## src/rtl/muldiv_seq.sv

```systemverilog
// -----------------------------------------------------------------------------
// muldiv_seq
//
// Iterative RV64M multiply/divide sequencer that sits beside the execute stage.
// A request is held on the REQ_* inputs until RESP_V pulses; meanwhile STALL
// freezes the execute stage. Multiplies are shift-add over operand magnitudes
// into a 128-bit product, divides are restoring shift-subtract; the sign fix-up
// and result selection happen in a dedicated FIX cycle. Divide-by-zero and
// signed overflow are resolved directly from IDLE (early out).
//
// Optional build macro:
//   MULDIV_FASTMUL_EN - when defined, multiplies use a single-cycle 128-bit
//                       combinational multiplier and complete as an early out;
//                       the iterative datapath then serves divides only.
//
// Ports:
//   clk          in   clock, rising edge
//   RESET        in   asynchronous active-low reset
//   REQ_V        in   request valid, held with stable operands until RESP_V
//   REQ_FUNC3    in   M-extension funct3 (MUL..REMU)
//   REQ_WORD     in   1 = 32-bit W variant
//   REQ_A/REQ_B  in   rs1 / rs2 operands
//   FLUSH        in   abort the in-flight operation
//   BUSY         out  state is not IDLE
//   STALL        out  REQ_V & ~RESP_V & ~FLUSH (combinational)
//   RESP_V       out  one-cycle result-valid pulse
//   RESP_RESULT  out  result, held until the next RESP_V
// -----------------------------------------------------------------------------
module muldiv_seq #(
    parameter int XLEN = 64
) (
    input  logic            clk,
    input  logic            RESET,
    input  logic            REQ_V,
    input  logic [2:0]      REQ_FUNC3,
    input  logic            REQ_WORD,
    input  logic [XLEN-1:0] REQ_A,
    input  logic [XLEN-1:0] REQ_B,
    input  logic            FLUSH,
    output logic            BUSY,
    output logic            STALL,
    output logic            RESP_V,
    output logic [XLEN-1:0] RESP_RESULT
);

    typedef enum logic [1:0] {S_IDLE, S_CALC, S_FIX, S_DONE} state_t;

    state_t       r_state;
    logic [5:0]   r_cnt;
    logic         r_resp_v;
    logic [63:0]  r_result;

    // Datapath state (no reset needed: always loaded at accept)
    logic [127:0] r_acc;      // product, or {remainder, quotient/dividend}
    logic [127:0] r_mcand;    // shifting multiplicand, or divisor in [63:0]
    logic [63:0]  r_mplier;   // shifting multiplier
    logic         r_neg_a;
    logic         r_neg_b;
    logic [2:0]   r_f3;
    logic         r_word;
    logic         r_is_div;

    // ---------------------------------------------------------------------
    // Helper functions
    // ---------------------------------------------------------------------
    function automatic logic [63:0] sext32(input logic [31:0] x);
        return {{32{x[31]}}, x};
    endfunction

    function automatic logic [63:0] neg64(input logic [63:0] x);
        return ~x + 64'd1;
    endfunction

    // Sign-correct a magnitude product and pick the requested half
    function automatic logic [63:0] mul_select(input logic [127:0] prod_mag,
                                               input logic         neg,
                                               input logic [2:0]   f3,
                                               input logic         word);
        logic [127:0] p;
        p = neg ? (~prod_mag + 128'd1) : prod_mag;
        if (word)
            return sext32(p[31:0]);
        else if (f3 == 3'd0)
            return p[63:0];
        else
            return p[127:64];
    endfunction

    // Sign-correct quotient/remainder magnitudes and pick one
    function automatic logic [63:0] div_select(input logic [63:0] q_mag,
                                               input logic [63:0] r_mag,
                                               input logic        neg_q,
                                               input logic        neg_r,
                                               input logic        rem_sel,
                                               input logic        word);
        logic [63:0] res;
        if (rem_sel)
            res = neg_r ? neg64(r_mag) : r_mag;
        else
            res = neg_q ? neg64(q_mag) : q_mag;
        return word ? sext32(res[31:0]) : res;
    endfunction

    // ---------------------------------------------------------------------
    // Operand preparation (evaluated in IDLE on the live request)
    // ---------------------------------------------------------------------
    logic        w_sgn_a_op;
    logic        w_sgn_b_op;
    logic [63:0] w_a_ext;
    logic [63:0] w_b_ext;
    logic        w_neg_a;
    logic        w_neg_b;
    logic [63:0] w_a_mag;
    logic [63:0] w_b_mag;
    logic        w_is_div;
    logic        w_div_zero;
    logic        w_div_ovf;
    logic        w_early;
    logic [63:0] w_dividend_res;
    logic [63:0] w_early_res;
    logic        w_accept;

    always_comb begin
        w_sgn_a_op = 1'b0;
        w_sgn_b_op = 1'b0;
        case (REQ_FUNC3)
            3'd0, 3'd1, 3'd4, 3'd6: begin
                w_sgn_a_op = 1'b1;
                w_sgn_b_op = 1'b1;
            end
            3'd2:    w_sgn_a_op = 1'b1;   // MULHSU: only rs1 is signed
            default: ;
        endcase
    end

    assign w_a_ext = REQ_WORD ? (w_sgn_a_op ? sext32(REQ_A[31:0]) : {32'd0, REQ_A[31:0]}) : REQ_A;
    assign w_b_ext = REQ_WORD ? (w_sgn_b_op ? sext32(REQ_B[31:0]) : {32'd0, REQ_B[31:0]}) : REQ_B;
    assign w_neg_a = w_sgn_a_op & w_a_ext[63];
    assign w_neg_b = w_sgn_b_op & w_b_ext[63];
    assign w_a_mag = w_neg_a ? neg64(w_a_ext) : w_a_ext;
    assign w_b_mag = w_neg_b ? neg64(w_b_ext) : w_b_ext;

    assign w_is_div   = REQ_FUNC3[2];
    assign w_div_zero = w_is_div & (w_b_ext == 64'd0);
    // Only DIV/REM (funct3 4/6) are signed; overflow is min / -1
    assign w_div_ovf  = w_is_div & ~REQ_FUNC3[0] &
                        (REQ_WORD ? (REQ_A[31:0] == 32'h8000_0000 && REQ_B[31:0] == 32'hFFFF_FFFF)
                                  : (REQ_A == 64'h8000_0000_0000_0000 && REQ_B == 64'hFFFF_FFFF_FFFF_FFFF));
    // Special-case results always report the dividend sign-extended for W ops
    assign w_dividend_res = REQ_WORD ? sext32(REQ_A[31:0]) : REQ_A;

`ifdef MULDIV_FASTMUL_EN
    logic [127:0] w_fast_prod;
    assign w_fast_prod = {64'd0, w_a_mag} * {64'd0, w_b_mag};
    assign w_early     = w_div_zero | w_div_ovf | ~w_is_div;
`else
    assign w_early     = w_div_zero | w_div_ovf;
`endif

    always_comb begin
        w_early_res = 64'd0;
        if (w_div_zero)
            w_early_res = REQ_FUNC3[1] ? w_dividend_res : 64'hFFFF_FFFF_FFFF_FFFF;
        else if (w_div_ovf)
            w_early_res = REQ_FUNC3[1] ? 64'd0 : w_dividend_res;
`ifdef MULDIV_FASTMUL_EN
        else
            w_early_res = mul_select(w_fast_prod, w_neg_a ^ w_neg_b, REQ_FUNC3, REQ_WORD);
`endif
    end

    assign w_accept = (r_state == S_IDLE) & REQ_V & ~FLUSH;

    // ---------------------------------------------------------------------
    // Iteration datapath
    // ---------------------------------------------------------------------
    logic [64:0] w_rem_sh;
    logic [64:0] w_diff;
    logic        w_sub_ok;
    logic        w_last;
    logic [63:0] w_fix_res;

    // Restoring step: shift the next dividend bit into the partial remainder
    assign w_rem_sh = {r_acc[127:64], r_acc[63]};
    assign w_diff   = w_rem_sh - {1'b0, r_mcand[63:0]};
    assign w_sub_ok = ~w_diff[64];
    assign w_last   = (r_cnt == (r_word ? 6'd31 : 6'd63));

    assign w_fix_res = r_is_div
        ? div_select(r_acc[63:0], r_acc[127:64], r_neg_a ^ r_neg_b, r_neg_a, r_f3[1], r_word)
        : mul_select(r_acc, r_neg_a ^ r_neg_b, r_f3, r_word);

    always_ff @(posedge clk) begin
        if (w_accept) begin
            r_neg_a  <= w_neg_a;
            r_neg_b  <= w_neg_b;
            r_f3     <= REQ_FUNC3;
            r_word   <= REQ_WORD;
            r_is_div <= w_is_div;
            r_mplier <= w_b_mag;
            if (w_is_div) begin
                // W dividends are left-aligned so 32 steps consume them fully
                r_acc   <= {64'd0, (REQ_WORD ? {w_a_mag[31:0], 32'd0} : w_a_mag)};
                r_mcand <= {64'd0, w_b_mag};
            end else begin
                r_acc   <= 128'd0;
                r_mcand <= {64'd0, w_a_mag};
            end
        end else if (r_state == S_CALC) begin
            if (r_is_div) begin
                r_acc <= {(w_sub_ok ? w_diff[63:0] : w_rem_sh[63:0]), r_acc[62:0], w_sub_ok};
            end else begin
                if (r_mplier[0])
                    r_acc <= r_acc + r_mcand;
                r_mcand  <= {r_mcand[126:0], 1'b0};
                r_mplier <= {1'b0, r_mplier[63:1]};
            end
        end
    end

    // ---------------------------------------------------------------------
    // Control FSM with registered outputs
    // ---------------------------------------------------------------------
    always_ff @(posedge clk or negedge RESET) begin
        if (!RESET) begin
            r_state  <= S_IDLE;
            r_cnt    <= 6'd0;
            r_resp_v <= 1'b0;
            r_result <= 64'd0;
        end else begin
            r_resp_v <= 1'b0;
            if (FLUSH) begin
                r_state <= S_IDLE;
                r_cnt   <= 6'd0;
            end else begin
                case (r_state)
                    S_IDLE: begin
                        if (REQ_V) begin
                            if (w_early) begin
                                r_state  <= S_DONE;
                                r_resp_v <= 1'b1;
                                r_result <= w_early_res;
                            end else begin
                                r_state <= S_CALC;
                                r_cnt   <= 6'd0;
                            end
                        end
                    end
                    S_CALC: begin
                        if (w_last) begin
                            r_state <= S_FIX;
                            r_cnt   <= 6'd0;
                        end else begin
                            r_cnt <= r_cnt + 6'd1;
                        end
                    end
                    S_FIX: begin
                        r_state  <= S_DONE;
                        r_resp_v <= 1'b1;
                        r_result <= w_fix_res;
                    end
                    default: r_state <= S_IDLE;   // S_DONE
                endcase
            end
        end
    end

    assign BUSY        = (r_state != S_IDLE);
    assign STALL       = REQ_V & ~r_resp_v & ~FLUSH;
    assign RESP_V      = r_resp_v;
    assign RESP_RESULT = r_result;

endmodule

```

## config.mk

```make
export PLATFORM = sky130hd
export DESIGN_NAME = muldiv_seq
export DESIGN_NICKNAME = d
export VERILOG_FILES = /design/src/rtl/muldiv_seq.sv
export SDC_FILE = /design/constraint.sdc
export NUM_CORES = 2
export LEC_CHECK = 0
export BUFFER_PORTS_ARGS = -buffer_cell sky130_fd_sc_hd__buf_2
export CORE_UTILIZATION = 50
export DETAILED_ROUTE_END_ITERATION = 16
export GPL_TIMING_DRIVEN = 1
export PLACE_DENSITY = 0.64
export RECOVER_POWER = 25
export SLEW_MARGIN = 20
export SYNTH_ARGS = -nofsm -noshare
export SYNTH_HDL_FRONTEND = slang
export SYNTH_SLANG_ARGS = --single-unit
```

## constraint.sdc

```tcl
create_clock -name clk -period 17.3 [get_ports clk]
set_input_delay 5.19 -clock clk [delete_from_list [all_inputs] [get_ports clk]]
set_output_delay 5.19 -clock clk [all_outputs]
set_load 0.01 [all_outputs]
```

==> results.sh <==
export IMPL_leakage_nw=16.8
export IMPL_root_buffer="clkbuf_16"
export IMPL_layout_drive_gt1_share=0.0689
export IMPL_r2r_end="r_acc[12]"
export IMPL_die_area_sq_um=82200
export IMPL_critPathLaunchType="input port"
export IMPL_max_clock_freq_mhz=77.1
export IMPL_async_flop_share=0.183
export IMPL_gr_total_overflow=0
export IMPL_nets=5639
export IMPL_endpoint_kind="register"
export IMPL_required_ps=17680
export IMPL_grt_first_pass_wirelength_um=260000
export IMPL_nFillCells=7932
export IMPL_place_port_buffers=202
export IMPL_yosys_register_bits=399
export IMPL_syn_area_sq_um=40500
export IMPL_clock_sinks=399
export IMPL_initial_core_util=0.504
export IMPL_syn_area_per_cell_sq_um=7.63
export IMPL_vdd_drop_max_uv=212
export IMPL_setup_viol=0
export IMPL_grt_pass1_vias=38674
export IMPL_worst_hold_path_type="register to register"
export IMPL_path_cells="clkbuf_1 -> or2_0 -> clkinvlp_2 -> nand2_1 -> nor2_1 -> a22o_1"
export IMPL_r2r_slack_ps=8360
export IMPL_cts_resized=0
export IMPL_ys_warnings_count=0
export IMPL_clock_skew_ps=39.9
export IMPL_area_growth_pct=8.12
export IMPL_synth_edf_count=326
export IMPL_grt_start_max_net_pins=118
export IMPL_cts_max_path_buffers=3
export IMPL_rr_worst_depth=8
export IMPL_rows=104
export IMPL_slowest_delay_ps=3160
export IMPL_status="complete, but fails checks"
export IMPL_drv_cap=7
export IMPL_worst_slew_pin_slew_ps=4020
export IMPL_rsz0062_at_grt="false"
export IMPL_vias=43072
export IMPL_seq_area_frac_synth=0.287
export IMPL_synth_cell_types=94
export IMPL_synth_flop_cell="edfxtp_1"
export IMPL_worstHoldPathCells=2
export IMPL_cts_made_buffers=50
export IMPL_die_w_um=287
export IMPL_cts_setup_buffers=0
export IMPL_whs_ps=478
export IMPL_avgRoutedWirePerCell_um=28.3
export IMPL_routed_wl_um=182000
export IMPL_antenna_found_initial=6
export IMPL_die_h_um=287
export IMPL_fin_crit_sh=0.749
export IMPL_tns_ps=0
export IMPL_period_minus_slack_ps=12960
export IMPL_cts_tree="done"
export IMPL_ant_nets=0
export IMPL_r2r_start="r_state[0]"
export IMPL_ios=203
export IMPL_place_hpwl_um=142000
export IMPL_globalRouteTotalUtil=0.428
export IMPL_holdPathEnd="RESP_RESULT[0]"
export IMPL_clk_latency_ps=650
export IMPL_vias_per_cell=6.73
export IMPL_clk_pin_slew_ps=70
export IMPL_htreeDepth=2
export IMPL_path_class="input port to register"
export IMPL_gp_congestion=1.05
export IMPL_slew_headroom=-1.68
export IMPL_cpMaxStageDelayCell="clkinvlp_2"
export IMPL_violations="max-capacitance violations, max-slew violations"
export IMPL_drtIter0Drc=5666
export IMPL_drc=0
export IMPL_hold_viol=0
export IMPL_path_max_fanout=69
export IMPL_syn_nets=5652
export IMPL_hp_start="RESP_RESULT[0]"
export IMPL_synth_cells=5313
export IMPL_ctsHoldBuffers=0
export IMPL_core_area_sq_um=80400
export IMPL_powerDensity_nw_per_um2=234
export IMPL_firstDrtPassIters=6
export IMPL_arrival_ps=13350
export IMPL_finalMaxSlewViolations=420
[per-stage QoR]
step                total power (W)  setup WS, ps  std cells  cell area, sq um  utilization
floorplan                   0.00683          1590       5313             40500            -
global placement            0.00885          6360       6308             42200        0.525
detailed placement          0.00888          6390       6308             42200        0.525
CTS                          0.0100          6390       6400             43900        0.546
global route                 0.0108          3930       6400             43800        0.545
finish                       0.0103          4340       6404             43800        0.545
[state kept, by name (all words and copies together) (netlist names)]
name / flops
RESP_RESULT: 64
r_neg_b: 1
r_state: 2
RESP_V: 1
r_mcand: 128
r_f3: 3
r_word: 1
r_neg_a: 1
r_mplier: 64
r_acc: 128
r_cnt: 6
[worst max-delay path by stage]
stage | start | end | slack (ps) | cells after the start
final | FLUSH | r_acc[12] | 4340 | 6
after global routing | FLUSH | r_acc[13] | 3930 | 7
after CTS | FLUSH | STALL | 6390 | 3
after detailed placement | FLUSH | STALL | 6390 | 3
after global placement | FLUSH | STALL | 6360 | 3
after floorplan | r_f3[2] | r_mcand[0] | 1590 | 5
[logic make-up (layout without fill, tap and decap cells)]
group,after synthesis,in the layout,synth area share
other cells,0,4,0
xor+xnor,470,470,0.102
compound gates,1842,1842,0.272
flops,399,399,0.287
simple gates,1849,1849,0.215
mux,61,61,0.0154
buf+inv,489,516,0.0460
fa+ha+maj,203,203,0.0631
[metal layers]
layer,vias up,share of wire,track usage
met5,-,0.00091,0.0151
met4,4,0.064,0.235
met3,479,0.11,0.0967
met2,2471,0.41,0.617
met1,20694,0.41,0.589
li1,19424,-,-
[worst max-delay path: cells and delay by family]
kind                   cells  cell delay [ps]
buffers and inverters      2             3500
AO/OA/AOI/OAI              1              500
AND/OR/NAND/NOR            3             4100
[cell usage in the layout, fill, tap and decap left out, types with 45 or more instances in the layout]
master     instances
a21oi_1          641
nand2_1          620
nor2_1           521
o21ai_0          501
edfxtp_1         326
xnor2_1          235
xor2_1           228
ha_1             200
inv_1            143
nor3_1           141
buf_2            131
a21o_1           100
and2_1            87
nand4_1           86
a211oi_1          83
o22ai_1           81
clkbuf_1          80
dfrtp_1           73
buf_4             68
o31ai_1           66
nand3_1           64
or3_1             59
a31oi_1           55
o211ai_1          54
o21bai_1          51
mux2i_1           51
clkbuf_16         50
nor4_1            45
[where the power goes]
group | switching (W) | internal (W)
combinational | 0.00438 | 0.00243
clock | 0.000484 | 0.000615
sequential | 0.000671 | 0.00168
total | 0.00554 | 0.00472
[final cells by class]
type	instances	area, sq um	share of cell area
multi-input combinational	4425	27200	0.620
sequential	399	11600	0.265
timing repair buffer	275	1470	0.0335
tap	1060	1330	0.0303
clock buffer	56	1280	0.0293
inverter	149	562	0.0128
clock inverter	36	389	0.00888
antenna	4	10.0	0.000228
[Yosys cell counts, types with 91 or more instances]
master    number  area (sq um)
a21o_1       101           758
a21oi_1      641          3210
and2_1        91           569
clkbuf_1     293          1100
edfxtp_1     326          9790
ha_1         201          2510
inv_1        145           544
nand2_1      621          2330
nor2_1       521          1960
nor3_1       142           711
o21ai_0      502          2510
xnor2_1      240          2100
xor2_1       230          2010
No activity file was read; power rests on OpenSTA's default activity.
